===== src/rtl/ex_mem_if.sv =====
// EX/MEM pipeline register bus: EX-stage results, hazard controls and MEM-stage outputs.
// Performance counter outputs exist only when EXMEM_PERF_CNT_EN is defined.
interface ex_mem_if #(
    parameter int XLEN = 32,
    parameter int RD_W = 5
);
    logic            stall_in;
    logic            flush_in;
    logic            valid_in_EXMEM;
    logic [XLEN-1:0] PC_in_EXMEM;
    logic [XLEN-1:0] PC4_in_EXMEM;
    logic [XLEN-1:0] ALU_in_EXMEM;
    logic            zero_in_EXMEM;
    logic [XLEN-1:0] Rs2_in_EXMEM;
    logic [RD_W-1:0] rd_in_EXMEM;
    logic            RegWrite_in;
    logic            MemRW_in;
    logic [1:0]      MemtoReg_in;
    logic            Branch_in;
    logic [1:0]      Jump_in;

    logic            valid_out;
    logic [XLEN-1:0] PC4_out;
    logic [XLEN-1:0] ALU_out;
    logic [XLEN-1:0] Rs2_out;
    logic [RD_W-1:0] rd_out;
    logic            RegWrite_out;
    logic            MemRW_out;
    logic [1:0]      MemtoReg_out;
    logic            PCSrc_out;
    logic [XLEN-1:0] PC_target_out;
`ifdef EXMEM_PERF_CNT_EN
    logic [31:0]     bubble_cnt_out;
    logic [31:0]     redirect_cnt_out;
`endif

    modport slave (
        input  stall_in, flush_in, valid_in_EXMEM, PC_in_EXMEM, PC4_in_EXMEM,
               ALU_in_EXMEM, zero_in_EXMEM, Rs2_in_EXMEM, rd_in_EXMEM,
               RegWrite_in, MemRW_in, MemtoReg_in, Branch_in, Jump_in,
        output valid_out, PC4_out, ALU_out, Rs2_out, rd_out, RegWrite_out,
               MemRW_out, MemtoReg_out, PCSrc_out, PC_target_out
`ifdef EXMEM_PERF_CNT_EN
             , bubble_cnt_out, redirect_cnt_out
`endif
    );

    modport master (
        output stall_in, flush_in, valid_in_EXMEM, PC_in_EXMEM, PC4_in_EXMEM,
               ALU_in_EXMEM, zero_in_EXMEM, Rs2_in_EXMEM, rd_in_EXMEM,
               RegWrite_in, MemRW_in, MemtoReg_in, Branch_in, Jump_in,
        input  valid_out, PC4_out, ALU_out, Rs2_out, rd_out, RegWrite_out,
               MemRW_out, MemtoReg_out, PCSrc_out, PC_target_out
`ifdef EXMEM_PERF_CNT_EN
             , bubble_cnt_out, redirect_cnt_out
`endif
    );
endinterface


===== src/rtl/ex_mem_reg.sv =====
// EX/MEM pipeline register with stall/flush, valid-gated side effects and branch/jump redirect.
// Define EXMEM_PERF_CNT_EN to add bubble and redirect event counters.
module ex_mem_reg #(
    parameter int XLEN = 32,
    parameter int RD_W = 5
) (
    input  logic       clk,
    input  logic       rst,
    ex_mem_if.slave    bus
);
    localparam logic [1:0] JUMP_JAL  = 2'b01;
    localparam logic [1:0] JUMP_JALR = 2'b10;

    logic            valid_r;
    logic [XLEN-1:0] pc_r;
    logic [XLEN-1:0] pc4_r;
    logic [XLEN-1:0] alu_r;
    logic            zero_r;
    logic [XLEN-1:0] rs2_r;
    logic [RD_W-1:0] rd_r;
    logic            reg_write_r;
    logic            mem_rw_r;
    logic [1:0]      mem_to_reg_r;
    logic            branch_r;
    logic [1:0]      jump_r;

    logic            bubble_s;
    logic            pcsrc_s;
    logic [XLEN-1:0] target_s;

    // Reserved jump encoding 2'b11 never redirects.
    function automatic logic redirect_f(input logic valid, input logic branch,
                                        input logic zero, input logic [1:0] jump);
        return valid & ((branch & zero) | (jump == JUMP_JAL) | (jump == JUMP_JALR));
    endfunction

    // A flush, or loading an invalid EX slot, inserts a bubble.
    always_comb begin
        bubble_s = bus.flush_in | ~bus.valid_in_EXMEM;
    end

    // Pipeline state: rst > flush > stall > load; bubbles clear control, data may hold.
    always_ff @(posedge clk) begin
        if (rst) begin
            valid_r      <= 1'b0;
            pc_r         <= {XLEN{1'b0}};
            pc4_r        <= {XLEN{1'b0}};
            alu_r        <= {XLEN{1'b0}};
            zero_r       <= 1'b0;
            rs2_r        <= {XLEN{1'b0}};
            rd_r         <= {RD_W{1'b0}};
            reg_write_r  <= 1'b0;
            mem_rw_r     <= 1'b0;
            mem_to_reg_r <= 2'b00;
            branch_r     <= 1'b0;
            jump_r       <= 2'b00;
        end else if (bus.flush_in || (!bus.stall_in && bubble_s)) begin
            valid_r      <= 1'b0;
            reg_write_r  <= 1'b0;
            mem_rw_r     <= 1'b0;
            branch_r     <= 1'b0;
            jump_r       <= 2'b00;
        end else if (!bus.stall_in) begin
            valid_r      <= 1'b1;
            pc_r         <= bus.PC_in_EXMEM;
            pc4_r        <= bus.PC4_in_EXMEM;
            alu_r        <= bus.ALU_in_EXMEM;
            zero_r       <= bus.zero_in_EXMEM;
            rs2_r        <= bus.Rs2_in_EXMEM;
            rd_r         <= bus.rd_in_EXMEM;
            reg_write_r  <= bus.RegWrite_in;
            mem_rw_r     <= bus.MemRW_in;
            mem_to_reg_r <= bus.MemtoReg_in;
            branch_r     <= bus.Branch_in;
            jump_r       <= bus.Jump_in;
        end else begin
            valid_r      <= valid_r;
        end
    end

    // Redirect decision and address, derived only from registered state.
    always_comb begin
        pcsrc_s  = redirect_f(valid_r, branch_r, zero_r, jump_r);
        target_s = {XLEN{1'b0}};
        case (jump_r)
            JUMP_JALR: target_s = {alu_r[XLEN-1:1], 1'b0};
            JUMP_JAL:  target_s = pc_r;
            default: begin
                if (branch_r) begin
                    target_s = pc_r;
                end else begin
                    target_s = {XLEN{1'b0}};
                end
            end
        endcase
    end

    // Output drive; side-effect enables are masked by valid.
    always_comb begin
        bus.valid_out     = valid_r;
        bus.PC4_out       = pc4_r;
        bus.ALU_out       = alu_r;
        bus.Rs2_out       = rs2_r;
        bus.rd_out        = rd_r;
        bus.RegWrite_out  = reg_write_r & valid_r;
        bus.MemRW_out     = mem_rw_r & valid_r;
        bus.MemtoReg_out  = mem_to_reg_r;
        bus.PCSrc_out     = pcsrc_s;
        bus.PC_target_out = target_s;
    end

`ifdef EXMEM_PERF_CNT_EN
    logic [31:0] bubble_cnt_r;
    logic [31:0] redirect_cnt_r;

    // Event counters; frozen while stalled, wrap naturally.
    always_ff @(posedge clk) begin
        if (rst) begin
            bubble_cnt_r   <= 32'd0;
            redirect_cnt_r <= 32'd0;
        end else if (!bus.stall_in) begin
            if (bubble_s) begin
                bubble_cnt_r <= bubble_cnt_r + 32'd1;
            end else begin
                bubble_cnt_r <= bubble_cnt_r;
            end
            if (pcsrc_s) begin
                redirect_cnt_r <= redirect_cnt_r + 32'd1;
            end else begin
                redirect_cnt_r <= redirect_cnt_r;
            end
        end else begin
            bubble_cnt_r   <= bubble_cnt_r;
            redirect_cnt_r <= redirect_cnt_r;
        end
    end

    // Counter output drive.
    always_comb begin
        bus.bubble_cnt_out   = bubble_cnt_r;
        bus.redirect_cnt_out = redirect_cnt_r;
    end
`endif
endmodule


===== src/flat_wrapper.sv =====
// flat-port wrapper written by rule: the top's interface ports become plain ports
module ex_mem_reg_flat 
#(
    parameter int XLEN = 32,
    parameter int RD_W = 5
)
  (clk, rst, bus_stall_in, bus_flush_in, bus_valid_in_EXMEM, bus_PC_in_EXMEM, bus_PC4_in_EXMEM, bus_ALU_in_EXMEM, bus_zero_in_EXMEM, bus_Rs2_in_EXMEM, bus_rd_in_EXMEM, bus_RegWrite_in, bus_MemRW_in, bus_MemtoReg_in, bus_Branch_in, bus_Jump_in, bus_valid_out, bus_PC4_out, bus_ALU_out, bus_Rs2_out, bus_rd_out, bus_RegWrite_out, bus_MemRW_out, bus_MemtoReg_out, bus_PCSrc_out, bus_PC_target_out);
  ex_mem_if #(.XLEN(XLEN), .RD_W(RD_W)) bus_i ();
  input  logic clk;
  input  logic rst;
  input wire logic [$bits(bus_i.stall_in)-1:0] bus_stall_in;
  input wire logic [$bits(bus_i.flush_in)-1:0] bus_flush_in;
  input wire logic [$bits(bus_i.valid_in_EXMEM)-1:0] bus_valid_in_EXMEM;
  input wire logic [$bits(bus_i.PC_in_EXMEM)-1:0] bus_PC_in_EXMEM;
  input wire logic [$bits(bus_i.PC4_in_EXMEM)-1:0] bus_PC4_in_EXMEM;
  input wire logic [$bits(bus_i.ALU_in_EXMEM)-1:0] bus_ALU_in_EXMEM;
  input wire logic [$bits(bus_i.zero_in_EXMEM)-1:0] bus_zero_in_EXMEM;
  input wire logic [$bits(bus_i.Rs2_in_EXMEM)-1:0] bus_Rs2_in_EXMEM;
  input wire logic [$bits(bus_i.rd_in_EXMEM)-1:0] bus_rd_in_EXMEM;
  input wire logic [$bits(bus_i.RegWrite_in)-1:0] bus_RegWrite_in;
  input wire logic [$bits(bus_i.MemRW_in)-1:0] bus_MemRW_in;
  input wire logic [$bits(bus_i.MemtoReg_in)-1:0] bus_MemtoReg_in;
  input wire logic [$bits(bus_i.Branch_in)-1:0] bus_Branch_in;
  input wire logic [$bits(bus_i.Jump_in)-1:0] bus_Jump_in;
  output wire logic [$bits(bus_i.valid_out)-1:0] bus_valid_out;
  output wire logic [$bits(bus_i.PC4_out)-1:0] bus_PC4_out;
  output wire logic [$bits(bus_i.ALU_out)-1:0] bus_ALU_out;
  output wire logic [$bits(bus_i.Rs2_out)-1:0] bus_Rs2_out;
  output wire logic [$bits(bus_i.rd_out)-1:0] bus_rd_out;
  output wire logic [$bits(bus_i.RegWrite_out)-1:0] bus_RegWrite_out;
  output wire logic [$bits(bus_i.MemRW_out)-1:0] bus_MemRW_out;
  output wire logic [$bits(bus_i.MemtoReg_out)-1:0] bus_MemtoReg_out;
  output wire logic [$bits(bus_i.PCSrc_out)-1:0] bus_PCSrc_out;
  output wire logic [$bits(bus_i.PC_target_out)-1:0] bus_PC_target_out;
  assign bus_i.stall_in = bus_stall_in;
  assign bus_i.flush_in = bus_flush_in;
  assign bus_i.valid_in_EXMEM = bus_valid_in_EXMEM;
  assign bus_i.PC_in_EXMEM = bus_PC_in_EXMEM;
  assign bus_i.PC4_in_EXMEM = bus_PC4_in_EXMEM;
  assign bus_i.ALU_in_EXMEM = bus_ALU_in_EXMEM;
  assign bus_i.zero_in_EXMEM = bus_zero_in_EXMEM;
  assign bus_i.Rs2_in_EXMEM = bus_Rs2_in_EXMEM;
  assign bus_i.rd_in_EXMEM = bus_rd_in_EXMEM;
  assign bus_i.RegWrite_in = bus_RegWrite_in;
  assign bus_i.MemRW_in = bus_MemRW_in;
  assign bus_i.MemtoReg_in = bus_MemtoReg_in;
  assign bus_i.Branch_in = bus_Branch_in;
  assign bus_i.Jump_in = bus_Jump_in;
  assign bus_valid_out = bus_i.valid_out;
  assign bus_PC4_out = bus_i.PC4_out;
  assign bus_ALU_out = bus_i.ALU_out;
  assign bus_Rs2_out = bus_i.Rs2_out;
  assign bus_rd_out = bus_i.rd_out;
  assign bus_RegWrite_out = bus_i.RegWrite_out;
  assign bus_MemRW_out = bus_i.MemRW_out;
  assign bus_MemtoReg_out = bus_i.MemtoReg_out;
  assign bus_PCSrc_out = bus_i.PCSrc_out;
  assign bus_PC_target_out = bus_i.PC_target_out;
  ex_mem_reg #(.XLEN(XLEN), .RD_W(RD_W)) u_core (.clk(clk), .rst(rst), .bus(bus_i));
endmodule

===== config.mk =====
export PLATFORM = sky130hd
export DESIGN_NAME = ex_mem_reg_flat
export DESIGN_NICKNAME = d
export VERILOG_FILES = /design/src/rtl/ex_mem_if.sv /design/src/rtl/ex_mem_reg.sv /design/src/flat_wrapper.sv
export SDC_FILE = /design/constraint.sdc
export NUM_CORES = 1
export LEC_CHECK = 0
export ABC_AREA = 0
export CAP_MARGIN = 20
export CORE_ASPECT_RATIO = 1.1
export CORE_UTILIZATION = 39
export CTS_CLUSTER_SIZE = 25
export DETAILED_ROUTE_END_ITERATION = 10
export PLACE_DENSITY = 0.78
export SLEW_MARGIN = 15
export SYNTH_ARGS = -nofsm -noshare
export SYNTH_HDL_FRONTEND = slang
export SYNTH_SLANG_ARGS = --single-unit

===== constraint.sdc =====
create_clock -name clk -period 1.6 [get_ports clk]
set_clock_uncertainty 0.15 [all_clocks]
set_input_delay 0.24 -clock clk [delete_from_list [all_inputs] [get_ports clk]]
set_output_delay 0.24 -clock clk [all_outputs]
set_load 0.01 [all_outputs]

==> summary.md, run 1 <==
| Metric | Value |
|---|---|
| Max IR drop VDD | `~0.61 mV` |
| Area Overhead vs Synth | `56.6%` |
| Largest net degree at the start of global routing | `84` |
| Worst R2R Setup Slack | `around 0.61 ns` |
| CTS Hold Bufs | `0` |
| Reg2Reg Launch Point | `u_core.branch_r` |
| CP Data Required Time | `1.21 ns` |
| Main combinational cell family by area after synthesis | `simple AND/OR/NAND/NOR gates` |
| N_diodes | `0` |
| Worst setup path start | `u_core.jump_r[0]` |
| Count leader, synth | `nand2b_1` |
| Sw frac | `0.215` |
| Remaining Overflow, GRT | `0` |
| Num CTS Buffers | `17` |
| Fraction of the mapped netlist area in adder cells | `0.00376` |
| Final Wtd Congestion | `0.799` |
| P_leak | `0.00439 uW` |
| Layout fillers | `approximately 1400` |
| Critical Path End | `bus_PC_target_out[15]` |
| Share of cells above drive strength 1 | `0.117` |
| Global-route wire length before repair | `29100 um` |
| Antenna violations before repair | `0` |
| Crit path launch type | `flip-flop` |
| Final hold violation count | `0` |
| Crit-path max cell delay | `about 0.36 ns` |
| Worst r2r path cells | `3` |
| Synth Area in XOR/XNOR | `0` |
| Clock buffer depth | `2` |
| Flop pwr share | `0.409` |
| Unrepaired setup endpoints after global routing | `yes` |
| Routed WL per cell | `between 15 and 20 um` |
| Placed insts | `about 1100` |
| Antenna-violating nets left | `0` |
| Internal | `~7200 uW` |
| Std cell rows | `between 40 and 50` |
| Final hold slack | `about 0.17 ns` |
| Switching power | `a little under 2000 uW` |
| IO Port Bufs | `roughly 280` |
| Initial Util | `0.403` |
| H-Tree Depth | `4` |
| Worst r2r dst | `u_core.branch_r` |
| Clock Sinks | `roughly 140` |
| Setup ws final | `-0.709 ns` |
| Flops & latches, synth | `~140` |
| Syn Inst Count | `roughly 660` |
| Worst Path Arrival | `about 1.9 ns` |
| Clock power frac | `0.469` |
| Seq/Total Area, Yosys | `0.428` |
| Post-Syn Area | `6650 um2` |
| F_max | `about 430 MHz` |
| DRT Pass-1 Iters | `4` |
| Total Neg Setup Slack | `-22.02 ns` |
| Syn avg cell area | `between 10 and 15 um2` |
| Total nets after synthesis | `about 810` |
| Clk_lat worst skew | `approximately 0.40 ns` |
| Vias in the first global route | `about 5800` |
| Min-delay worst type | `in -> reg` |
| Pre-CTS setup slack | `-0.657 ns` |
| Yosys warnings | `0` |
| Cell area power density | `~900 nW/um2` |
| Die area | `17600 um2` |
| Critical path endpoint category | `output pin` |
| Post-synth EDFFs | `0` |
| Final setup violation count | `33` |
| Area share of the largest cell type after synthesis | `0.428` |
| Ys flop type | `dfxtp_1` |
| Die Wd | `about 130 um` |
| Placed wire-length estimate | `between 10000 and 15000 um` |
| Synth Area in Compound Gates | `0.0457` |
| Worst path cell trace | `inv_2, ha_4, mux2_4, buf_12, a22o_1, buf_2` |
| Combinational Power Share | `0.122` |
| Worst-path clk slew | `~0.060 ns` |
| Wirelength, routed | `about 18000 um` |
| Commonest cells post-synth | `nand2b_1 (272), dfxtp_1 (142), mux2i_1 (137)` |
| # nets final | `~1100` |
| Layout Cells excl Fill | `about 1200` |
| Vias per cell | `between 4 and 5` |
| Max-cap viol count | `0` |
| Die Y | `139 um` |
| Drt drc | `0` |
| Via count | `5544` |
| Post-Synth Simple-Gate Area | `0.273` |
| Leading post-synthesis cells by cell area | `dfxtp_1 (43%), nand2b_1 (26%), mux2i_1 (21%)` |
| Worst slew margin | `0.832` |
| Asr flop ratio synth | `0` |
| Post-synth cell types | `19` |
| Worst Setup Path Type | `reg -> out` |
| Min Tclk post-route | `~2.3 ns` |
| Root buffer cell | `clkbuf_16` |
| Top Ports | `~290` |
| Cell taking the most area after synthesis | `dfxtp_1` |
| Final period util | `1.44` |
| Failing checks | `negative setup slack` |
| Slowest-stage cell, CP | `mux2_4` |
| CTS tree | `built` |
| Tot GR Track Use | `0.212` |
| Core ar. | `around 16000 um2` |
| CP max FO | `8` |
| Slew Limit Fails | `0` |
| Drt initial violations | `213` |
| Status | `complete, but fails checks` |
| Mux contribution to synthesized area | `0.208` |
| Worst-Margin Slew | `approximately 0.25 ns` |
==> metrics by stage <==
| stage | total power [uW] | utilization | cell area (um2) |
|---|---|---|---|
| finish | 9140 | 0.631 | 10400 |
| CTS | 9240 | 0.631 | 10400 |
| detailed placement | 4980 | 0.596 | 9830 |
| floorplan | 4310 | - | 6700 |
| global placement | 4970 | 0.596 | 9830 |
| global route | 9470 | 0.631 | 10400 |
==> power groups by stage <==
stage	sequential (uW)	combinational, uW	clock [uW]
4_1_cts	3740	1130	4370
3_5_place_dp	3820	1160	0
5_1_grt	3750	1200	4510
3_3_place_gp	3820	1150	0
6_report	3740	1120	4280
2_1_floorplan	3840	464	0
==> state kept, by name (all words and copies together), names as in the netlist <==
register	cells
u_core.jump_r	2
u_core.bus.rd_out	5
u_core.bus.PC4_out	32
u_core.bus.Rs2_out	32
u_core.bus.valid_out	1
u_core.bus.MemtoReg_out	2
u_core.mem_rw_r	1
u_core.reg_write_r	1
u_core.bus.ALU_out	32
u_core.branch_r	1
u_core.pc_r	32
u_core.zero_r	1
==> timing repair <==
action / 4_1_cts / 5_1_grt
pin swaps: 15 / 8
setup endpoints to repair: 139 / 34
gates cloned: 4 / 0
buffers inserted: 9 / 0
gates resized for setup: 255 / 2
==> worst min path at each step <==
| stage | startpoint | endpoint | slack, ns | cells after the start |
|---|---|---|---|---|
| floorplan | bus_valid_in_EXMEM | u_core.bus.valid_out | 0.23 | 2 |
| global placement | u_core.mem_rw_r | u_core.mem_rw_r | 0.29 | 2 |
| detailed placement | u_core.mem_rw_r | u_core.mem_rw_r | 0.30 | 2 |
| CTS | rst | u_core.bus.ALU_out[20] | 0.15 | 3 |
| global route | rst | u_core.bus.ALU_out[20] | 0.18 | 3 |
| finish | rst | u_core.bus.ALU_out[20] | 0.17 | 3 |
==> kinds of logic after synthesis <==
kind of cell,Yosys count
buf+inv,55
compound gates,37
simple gates,290
mux,138
flops,142
fa+ha+maj,2
==> layout by cell type (no fill, tap or decap), types with 2 or more instances in the layout <==
| master | count |
|---|---|
| dfxtp_1 | 139 |
| buf_6 | 9 |
| mux2i_1 | 137 |
| and2_1 | 3 |
| clkinv_2 | 3 |
| a22o_1 | 31 |
| nand2b_1 | 272 |
| buf_4 | 17 |
| buf_2 | 30 |
| dlygate4sd2_1 | 105 |
| nand3b_1 | 5 |
| mux2_4 | 3 |
| clkinv_4 | 2 |
| nand2_1 | 5 |
| a21oi_1 | 5 |
| buf_12 | 13 |
| clkdlybuf4s50_1 | 144 |
| ha_4 | 2 |
| dfxtp_2 | 3 |
| clkbuf_16 | 17 |
| buf_16 | 2 |
| clkbuf_1 | 2 |
| bufinv_16 | 5 |
==> final cells by class <==
cell class                 instances  area (um2)  area share
clock buffer                      20         447      0.0429
clock inverter                    11         190      0.0183
inverter                           2        7.51    0.000721
multi-input combinational        469        3600       0.346
sequential                       142        2850       0.273
tap                              204         255      0.0245
timing repair buffer             321        3070       0.294
==> critical path, delay by kind of cell (launching register included) <==
| kind | cells | cell delay (ns) |
|---|---|---|
| mux | 1 | 0.36 |
| buf+inv | 3 | 0.34 |
| flops | 1 | 0.33 |
| fa+ha+maj | 1 | 0.32 |
| compound gates | 1 | 0.18 |
==> routing by layer <==
layer	vias up	part of all wire	track usage	wire length [um]
met5	-	0	0	0
met4	0	0.024	0.0964	437
met3	23	0.061	0.0598	1120
met2	178	0.51	0.379	9390
met1	2579	0.40	0.230	7420
li1	2764	-	-	-
(Power assumes the default switching activity.)
==> run 2: changes to the inputs <==
Settings changed: SLEW_MARGIN 15 to 20.
==> results of run 2 <==
The final DEF is identical to that of run 1; final timing and power are the same.
==> variant, RTL diff (flow settings as in run 2) <==
`RD_W` is set to 5 in 3 places; all go to 10.
--- a/src/rtl/ex_mem_if.sv
+++ b/src/rtl/ex_mem_if.sv
@@ -2,7 +2,7 @@
 // Performance counter outputs exist only when EXMEM_PERF_CNT_EN is defined.
 interface ex_mem_if #(
     parameter int XLEN = 32,
-    parameter int RD_W = 5
+    parameter int RD_W = 10
 );
     logic            stall_in;
     logic            flush_in;
--- a/src/rtl/ex_mem_reg.sv
+++ b/src/rtl/ex_mem_reg.sv
@@ -2,7 +2,7 @@
 // Define EXMEM_PERF_CNT_EN to add bubble and redirect event counters.
 module ex_mem_reg #(
     parameter int XLEN = 32,
-    parameter int RD_W = 5
+    parameter int RD_W = 10
 ) (
     input  logic       clk,
     input  logic       rst,
--- a/src/flat_wrapper.sv
+++ b/src/flat_wrapper.sv
@@ -2,7 +2,7 @@
 module ex_mem_reg_flat 
 #(
     parameter int XLEN = 32,
-    parameter int RD_W = 5
+    parameter int RD_W = 10
 )
   (clk, rst, bus_stall_in, bus_flush_in, bus_valid_in_EXMEM, bus_PC_in_EXMEM, bus_PC4_in_EXMEM, bus_ALU_in_EXMEM, bus_zero_in_EXMEM, bus_Rs2_in_EXMEM, bus_rd_in_EXMEM, bus_RegWrite_in, bus_MemRW_in, bus_MemtoReg_in, bus_Branch_in, bus_Jump_in, bus_valid_out, bus_PC4_out, bus_ALU_out, bus_Rs2_out, bus_rd_out, bus_RegWrite_out, bus_MemRW_out, bus_MemtoReg_out, bus_PCSrc_out, bus_PC_target_out);
   ex_mem_if #(.XLEN(XLEN), .RD_W(RD_W)) bus_i ();
Ports: changed (resized bus_rd_in_EXMEM and bus_rd_out); port bits go from 285 to 295. The function was not compared with the original's and may differ.
==> variant against run 2 <==
  * Synthesized cell count up 3.3%
  * Power up 4.4%
  * Setup slack worse by 13 ps
  * Area after synthesis up 4.2%
  * Final area up 3.4%
  * The run still ends with negative setup slack left
  * Sequential power up 3%
  * Sequential share of layout area up 0.062 points
  * Critical path depth unchanged
  * Sequential cell count up 5
  * Wire length up 2.4%
  * First-iteration DRC count down 7.5%
  * Largest cell class unchanged
==> variant: results (changes against run 2) <==
global_route:
  grt_pass1_wl_microns: 29400  # was 29100 microns
  grt_pass1_vias: 5779  # was 5786
  grt_antenna_before_repair: 0  # unchanged
  grt_max_degree: 91  # was 84
  grt_usage_pct: 20.9  # was 21.2%
timing:
  tns_ps: -22900  # was -22020 ps
  setup_slack_ps: -723  # was -709 ps
  tightest_slew_ps: 348  # was 252 ps
  finalSetupViolCount: 33  # unchanged
  hold-worst-slack_ps: 230  # was 166 ps
power:
  p_sw_share_pct: 21.8  # was 21.5%
  peakVddDrop_uv: 686  # was 610 uV
  p_leak_nw: 4.54  # was 4.39 nW
worst_setup_path:
  critPathTopFamily: "multiplexers"  # unchanged
  r2r_cells: 5  # was 3
  max_stage_delay_ps: 360  # about the same
  r2r_slack_ps: 540  # was 610 ps
  crit_slowest_cell: "mux2_4"  # unchanged
  reg2reg_from: "u_core.jump_r[0]"  # was u_core.branch_r
  critPathArrivalTime_ps: 1930
  r2r_end: "u_core.jump_r[0]"  # was u_core.branch_r
  crit_fanout: 8  # unchanged
cells_and_area:
  final_cell_area_sq_um: 10800  # was 10400 sq um
  nFillCells: 1465  # was 1435
  drive_gt1_share_pct: 12.1  # was 11.7%
  antenna_cells: 0  # unchanged
  nets: 1140  # was 1101
hold_path:
  hold_path.class: "in2reg"  # unchanged
  holdPathEnd: "u_core.bus.Rs2_out[25]"  # was u_core.bus.ALU_out[20]
  hold_start: "rst"  # unchanged
  worstHoldPathCells: 3  # unchanged
placement:
  pre_cts_slack_ps: -675  # was -657 ps
  gp_congestion: 0.758  # was 0.799
  dp.cells: 1189  # was 1125
  post-dp-hpwl_microns: 13000  # was 12800 microns
  portBuffers: 294  # was 284
  place_area_sq_um: 10200  # was 9830 sq um
run_status:
  violations: "negative setup slack"  # unchanged
  status: "finished, violations left"  # unchanged
synthesis:
  yosysSeqAreaShare_pct: 42.5  # was 42.8%
  ys_top_cells_by_area: "dfxtp_1 (42%), nand2b_1 (25%), mux2i_1 (21%)"  # was dfxtp_1 (43%), nand2b_1 (26%), mux2i_1 (21%)
  yosys_warnings: 0  # unchanged
  ys_types: 20  # was 19
  synth_fp_nets: 839  # was 812
  synth_common_cells: "nand2b_1 (282), dfxtp_1 (147), mux2i_1 (142)"  # was nand2b_1 (272), dfxtp_1 (142), mux2i_1 (137)
  synth-main-ff-cell: "dfxtp_1"  # unchanged
  syn_inst: 686  # was 664
routing:
  drt_iter0_markers: 197  # was 213
  wirelength_microns: 18800  # was 18400 microns
  routed_via_density: 4.62  # was 4.74
  vias: 5706  # was 5544
cts:
  hold_buffers: 0  # unchanged
  cts-buffers-inserted: 17  # unchanged
  cts-root-buf: "clkbuf_16"  # unchanged
  worstSkewPairLatency_ps: 410
  cts_buffer_depth: 2  # unchanged
-- variant: changes by cell type after synthesis --
cell	run 2	this run
mux2i_1	137	142
buf_2	0	1
nand2b_1	272	282
buf_8	0	10
buf_6	5	0
clkbuf_1	38	39
dfxtp_1	142	147
buf_4	10	5
-- variant: final cells by class --
class / instances / area share, %
multi-input combinational: 484 / 34.6
sequential: 147 / 27.4
timing repair buffer: 335 / 29.0
tap: 234 / 2.72
inverter: 2 / 0.0697
clock buffer: 20 / 4.06
clock inverter: 12 / 2.11
-- variant: how the worst max path moves through the flow --
stage,endpoint,slack [ps]
final,bus_PC_target_out[26],-720
after global routing,bus_PC_target_out[13],-790
after CTS,bus_PC_target_out[26],-750
after detailed placement,bus_PC_target_out[31],-680
after global placement,bus_PC_target_out[31],-640
after floorplan,bus_PC_target_out[1],-110
-- variant: timing repair --
action                                  4_1_cts  5_1_grt
setup buffers                                 7        3
cloned                                        4        0
pin swaps                                    14       15
endpoints found under the setup margin      144       37
gates resized for setup                     262       11
endpoints found under the hold margin         0        0
-- variant: kinds of logic after synthesis --
family	count (synthesis)	synth area share, %
and+or+nand+nor	300	27.1
DFF	147	42.5
adders and majority gates	2	0.361
muxes	143	20.7
AOI/OAI and AO/OA	37	4.39
buffers and inverters	57	5.00
-- variant: power groups by stage --
stage	Sequential (mW)	Clock, mW	Combinational (mW)
after CTS	3.87	4.61	1.15
final	3.87	4.53	1.14
after detailed placement	3.95	0	1.19
after global placement	3.95	0	1.18
after global routing	3.88	4.79	1.23
after floorplan	3.98	0	0.493
-- variant: layer usage --
layer  share of wire, %  GRT usage (%)
met3                7.5           7.13
met5                  0              0
met4                2.4           8.61
met2                 49           36.2
met1                 41           23.2
